==> src/rtl/flip_register.sv <==
`default_nettype none
// ============================================================================
// Module      : flip_register
// Description : WIDTH-bit register with load / toggle / shift-left /
//               shift-right update modes, a registered "changed" pulse and a
//               saturating, clearable count of edges on which Q changed.
// Revision    : 1.0 - initial release
// ============================================================================
module flip_register #(
    parameter int              WIDTH     = 8,
    parameter int              CNT_W     = 8,
    parameter logic [WIDTH-1:0] RESET_VAL = '0
) (
    input  logic             clk,
    input  logic             rst,
    input  logic [WIDTH-1:0] D,
    input  logic             E,
    input  logic [1:0]       mode,
    input  logic             sin,
    input  logic             clr_cnt,
    output logic [WIDTH-1:0] Q,
    output logic [WIDTH-1:0] NotQ,
    output logic             changed,
    output logic [CNT_W-1:0] flip_count
);

    localparam logic [1:0]       c_MODE_LOAD   = 2'b00;
    localparam logic [1:0]       c_MODE_TOGGLE = 2'b01;
    localparam logic [1:0]       c_MODE_SHL    = 2'b10;
    localparam logic [1:0]       c_MODE_SHR    = 2'b11;
    localparam logic [CNT_W-1:0] c_CNT_MAX     = '1;
    localparam logic [CNT_W-1:0] c_CNT_ONE     = {{(CNT_W-1){1'b0}}, 1'b1};

    logic [WIDTH-1:0] r_q;
    logic             r_changed;
    logic [CNT_W-1:0] r_cnt;

    logic [WIDTH-1:0] w_shl;
    logic [WIDTH-1:0] w_shr;
    logic [WIDTH-1:0] w_next;
    logic             w_diff;

    // A 1-bit register has no bits to carry over, so both shifts just take sin.
    generate
        if (WIDTH == 1) begin : g_shift_w1
            assign w_shl = sin;
            assign w_shr = sin;
        end else begin : g_shift_wn
            assign w_shl = {r_q[WIDTH-2:0], sin};
            assign w_shr = {sin, r_q[WIDTH-1:1]};
        end
    endgenerate

    // Next-state selection; Q holds whenever the enable is low.
    always_comb begin
        w_next = r_q;
        if (E) begin
            case (mode)
                c_MODE_LOAD:   w_next = D;
                c_MODE_TOGGLE: w_next = r_q ^ D;
                c_MODE_SHL:    w_next = w_shl;
                c_MODE_SHR:    w_next = w_shr;
                default:       w_next = r_q;
            endcase
        end
    end

    // A change is judged on the value actually stored, so enabled updates
    // that reproduce the current value do not count.
    assign w_diff = (w_next != r_q);

    // State register, change pulse and saturating counter; clear beats increment.
    always_ff @(posedge clk) begin
        if (rst) begin
            r_q       <= RESET_VAL;
            r_changed <= 1'b0;
            r_cnt     <= '0;
        end else begin
            r_q       <= w_next;
            r_changed <= w_diff;
            if (clr_cnt) begin
                r_cnt <= '0;
            end else if (w_diff && (r_cnt != c_CNT_MAX)) begin
                r_cnt <= r_cnt + c_CNT_ONE;
            end
        end
    end

    assign Q          = r_q;
    assign NotQ       = ~r_q;
    assign changed    = r_changed;
    assign flip_count = r_cnt;

endmodule
`default_nettype wire

==> config.mk <==
export PLATFORM = sky130hd
export DESIGN_NAME = flip_register
export DESIGN_NICKNAME = d
export VERILOG_FILES = /design/src/rtl/flip_register.sv
export SDC_FILE = /design/constraint.sdc
export NUM_CORES = 1
export LEC_CHECK = 0
export ABC_AREA = 1
export CORE_MARGIN = 4
export CORE_UTILIZATION = 46
export DETAILED_ROUTE_END_ITERATION = 8
export GPL_TIMING_DRIVEN = 1
export PLACE_DENSITY = 0.79
export SLEW_MARGIN = 15
export SYNTH_ARGS = -nofsm -noshare
export SYNTH_HDL_FRONTEND = slang
export SYNTH_SLANG_ARGS = --single-unit
export TNS_END_PERCENT = 50
==> constraint.sdc <==
create_clock -name clk -period 1.6 [get_ports clk]
set_input_delay 0.16 -clock clk [delete_from_list [all_inputs] [get_ports clk]]
set_output_delay 0.16 -clock clk [all_outputs]
set_load 0.1 [all_outputs]
* Yosys cells after proc, flatten, opt, wreduce, memory -nomap -nowiden
Index checks and enable logic that the tools add are counted.
** Storage, ports and cells
- Input port bits :: 15
- Register bits :: 17
- Word-level logic and storage cells :: 16
** Cells by class
- Muxes and demuxes :: 2
- Reduce and logical (&&, ||, !) cells :: 3
- Equal/unequal tests :: 5
- Bitwise operators :: 2
- $add $sub $neg :: 1
** Operators by type and width (count)
- $pmux 8 s4 :: 1
- $add 8x1->8 const B :: 1
- $mux 8 :: 1
- $ne 8x8->1 :: 1
- $ne 8x8->1 const B :: 1
- $not 8->8 :: 1
- $xor 8x8->8 :: 1
- $eq 2x2->1 const B :: 2
- $eq 2x1->1 const B :: 1
- $logic_not 2->1 :: 1
- $reduce_or 2->1 :: 1
- $logic_and 1x1->1 :: 1

* Depth between registers and ports, before layout
- Word-level depth :: 5
- Mapped depth :: 18
- Mapped depth without buffers :: 15

* Worst setup path before layout
No wires, ideal clock.
- Path type :: reg-to-reg
- From :: reg r_q[3], in the netlist Q[3]
- To :: reg r_cnt[5], in the netlist flip_count[5]
- Period minus slack after synthesis :: 3026 ps
- Required time :: 1481 ps
- Stages on the path, launching flop included :: 15
- Buffers on the path :: 1
- Arrival :: 2907 ps
- Slack :: -1426 ps
- Cells stage by stage :: dfxtp_1 inv_1 nand3_1 nand2_1 nand2_1 nand2_1 nand2_1 nand2_1 nand2_1 nand2_1 nor2_1 nand2_1 buf_6 a21oi_1 nor2_1
** Between the ends
- Word-level cells in the longest chain between the ends :: 5
** RTL lines
- start, declared :: line 34 : logic [WIDTH-1:0] r_q;
- start signal, assigned :: line 79 : r_q <= w_next;
- $xor 8x8->8 :: line 60 : c_MODE_TOGGLE: w_next = r_q ^ D;
- $pmux 8 s4 :: line 58 : case (mode)
- $mux 8 :: line 57 : if (E) begin
- $ne 8x8->1 (*) :: line 70 : assign w_diff = (w_next != r_q);
- $logic_and 1x1->1 (*) :: line 83 : end else if (w_diff && (r_cnt != c_CNT_MAX)) begin
- end signal, assigned :: line 84 : r_cnt <= r_cnt + c_CNT_ONE;
- end, declared :: line 36 : logic [CNT_W-1:0] r_cnt;
Mark *: on every way between the ends. The rest lies on a longest branch, timed or not.
A chain may end at the register's enable or synchronous reset.

* Worst setup path after layout
- From :: in E
- To :: reg r_cnt[6], in the netlist flip_count[6]
** Between the ends
- Word-level cells in the longest chain between the ends :: 3
** RTL lines
- start, declared :: line 17 : input logic E,
- $mux 8 :: line 57
- $ne 8x8->1 :: line 70
- $logic_and 1x1->1 :: line 83
Every way passes these cells.

==> flow_metrics.env <==
export IMPL_status="complete, but fails checks"
export IMPL_violations="setup timing"
export IMPL_power_mw=1.70
export IMPL_io_buffers=39
export IMPL_crit_path_end_kind="flop"
export IMPL_worst_path_largest_cell_delay_ns=0.55
export IMPL_grt_max_degree=17
export IMPL_p_sw_share_pct=46.9
export IMPL_slew_headroom_pct=76.5
export IMPL_setup_tns_ns=-3.68
export IMPL_seq_area_frac_synth_pct=26.1
export IMPL_hold_slack_ns=0.555
export IMPL_ant_nets=0
export IMPL_fin_area_um2=2620
export IMPL_syn_num_nets=245
export IMPL_clkPwrFrac_pct=15.0
export IMPL_initial_core_util_pct=47.6
export IMPL_r2r_slack_ns=-0.46
export IMPL_synth_area_um2=1300
export IMPL_drive_gt1_share_pct=45.3
export IMPL_dieHeight_um=61.2
export IMPL_drv_slew=0
export IMPL_max_cap_violations=0
export IMPL_grt_usage_pct=30.5
export IMPL_worstReg2RegStart="Q[1]"
export IMPL_yosys_warnings=0
export IMPL_remaining_drc_errors=0
export IMPL_vias=2297
export IMPL_clkSinkCount=17
export IMPL_clockBufferDepth=2
export IMPL_wl_per_cell_um=23.3
export IMPL_syn_to_final_growth_pct=101
export IMPL_tritoncts="done"
export IMPL_path_cells="clkdlybuf4s50_1 > inv_2 > a21oi_1 > nand2_1 > nand3_1 > nand2_1 > inv_1 > nand2_2 > nor2_4 > nand2_4 > buf_8 > a21oi_1 > nor2_1"
export IMPL_drt_iter0_drc=445
export IMPL_antennaDiodeCount=0
export IMPL_hpwl_um=3370
export IMPL_crit_end="flip_count[6]"
export IMPL_setup_viol=9
export IMPL_path_max_fanout=15
export IMPL_synth_area_leader_cell="nand2_1"
export IMPL_clkTransAtPathRegs_ns=0.11
export IMPL_rr_endpoint="flip_count[6]"
export IMPL_worstMarginPinSlew_ns=0.352
export IMPL_htreeDepth=1
export IMPL_worst_path_buf_inv=4
export IMPL_grt_pass1_vias=1891
export IMPL_routed_wl_um=8220
export IMPL_fin_crit_ns=2.06
export IMPL_synth_top_area_share_pct=29.4
export IMPL_crit_family="buffers and inverters"
export IMPL_core_um2=2730
export IMPL_root_buffer="clkbuf_4"
export IMPL_fin_skew_ns=0.00188
export IMPL_syn_avg_cell_area_um2=5.69
export IMPL_ctsHoldBuffers=0
export IMPL_overflow=0
export IMPL_worstSetupStartpoint="E"
export IMPL_insertion_delay_ns=0.32
export IMPL_placed_cell_area_um2=2380
export IMPL_switching_power_mw=0.796
export IMPL_rsz0062_at_grt="yes"
export IMPL_die_area_um2=3750
export IMPL_fmax_ghz=0.486
export IMPL_cp_required_ns=1.82
export IMPL_rows=19
export IMPL_antenna_found_initial=0
export IMPL_worst_setup_path_start_kind="input pin"
export IMPL_grt_first_pass_wirelength_um=8420
export IMPL_nets=339
export IMPL_viasPerCell=6.51
export IMPL_ff2ff_path_depth=14
export IMPL_drtPass1Iterations=8
export IMPL_gp_congestion=0.901
export IMPL_sequentialPowerShare_pct=27.9
export IMPL_fin_util_pct=95.8
export IMPL_synth_area_leaders="nand2_1 (29%), dfxtp_1 (26%), nand3_1 (13%)"
export IMPL_synthCells=229
export IMPL_pwr_share_comb_pct=57.0
export IMPL_irDropWorstVdd_v=0.000788
export IMPL_ios=40
export IMPL_crit_type="input pin to flop"
export IMPL_cts_inserted_buffers=3
export IMPL_cp_depth=13
export IMPL_period_share_pct=129
export IMPL_internal_power_mw=0.900
export IMPL_ys_ff_latch=17
export IMPL_cp_slowest_cell="clkdlybuf4s50_1"
export IMPL_hold_viol=0
export IMPL_leakagePower_nw=1.27
export IMPL_power_density_nw_per_um2=647
export IMPL_fin_ws_ns=-0.457
export IMPL_dieWidth_um=61.2
export IMPL_hp_class="input pin to flop"
export IMPL_arrival_ns=2.28
export IMPL_synth_cell_types=18
==> final cells by class <==
cell class                      instances  area (um2)
Inverter                               27         134
Clock buffer                            3        22.5
Fill cell                              63         115
Tap cell                               31        38.8
Multi-Input combinational cell        179         965
Timing Repair Buffer                   95        1080
Sequential cell                        17         372
Clock inverter                          1        5.00
==> kinds of logic (layout without fill, tap and decap cells) <==
| kind of cell | Yosys count | after routing | synth area share [%] |
|---|---|---|---|
| compound gates | 24 | 24 | 9.22 |
| xor+xnor | 3 | 3 | 2.02 |
| fa+ha+maj | 1 | 1 | 0.960 |
| buf+inv | 33 | 126 | 12.6 |
| flops | 17 | 17 | 26.1 |
| simple gates | 151 | 151 | 49.1 |
==> Yosys cell counts, drive strengths merged <==
master and instances:
nor3 2, ha 1, nand3b 1, clkbuf 1
nand2 103, nand3 34, buf 5, xor2 2
xnor2 1, a21oi 24, dfxtp 17, inv 27
nor2 11
==> per-layer routing <==
layer	global-route usage, %	vias up	part of all wire (%)
met5	0	-	0
met2	50.2	266	45
met1	36.1	1024	32
met4	18.9	0	10
li1	-	912	-
met3	6.50	95	13
==> worst min-delay path by stage <==
stage / end / slack, ns / cells past startpoint / startpoint
2_1_floorplan: flip_count[3] / 0.34 / 3 / clr_cnt
3_3_place_gp: Q[7] / 0.53 / 2 / Q[7]
3_5_place_dp: Q[7] / 0.53 / 2 / Q[7]
4_1_cts: flip_count[3] / 0.52 / 4 / clr_cnt
5_1_grt: flip_count[6] / 0.58 / 4 / clr_cnt
6_report: flip_count[6] / 0.55 / 4 / clr_cnt
==> flip-flops by register name, indices dropped and copies added, names as in the netlist <==
signal	count
Q	8
changed	1
flip_count	8
==> layout by cell type, fill, tap and decap left out, drive strengths merged, types with 2 or more instances in the layout <==
cell type      instances
nand2                103
inv                   19
dfxtp                 17
clkbuf                 3
nand3                 34
nor2                  11
xor2                   2
clkdlybuf4s50         12
a21oi                 24
buf                   81
clkinvlp               8
dlygate4sd2            2
nor3                   2
==> through the flow <==
| stage | setup WS (ns) | cells |
|---|---|---|
| floorplan | -0.687 | 229 |
| global placement | -0.572 | 341 |
| detailed placement | -0.645 | 341 |
| CTS | -0.0659 | 351 |
| global route | -0.629 | 353 |
| finish | -0.457 | 353 |
==> what timing repair did <==
| item | in CTS | in global routing |
|---|---|---|
| setup buffers | 6 | 2 |
| resized for setup | 9 | 37 |
| pin swaps | 5 | 20 |
| endpoints found under the setup margin | 8 | 9 |
==> tightest hold or removal path: cells and delay by family <==
| family | cells | cell delay, ns |
|---|---|---|
| buf+inv | 1 | 0.47 |
| simple gates | 3 | 0.21 |
==> power groups by stage <==
stage / sequential, mW / combinational [mW] / clock [mW]
floorplan: 0.619 / 0.307 / 0
global placement: 0.478 / 0.769 / 0
detailed placement: 0.478 / 0.781 / 0
CTS: 0.467 / 0.812 / 0.259
global route: 0.474 / 1.00 / 0.267
finish: 0.474 / 0.967 / 0.255
Power figures use the tool's default switching activity.
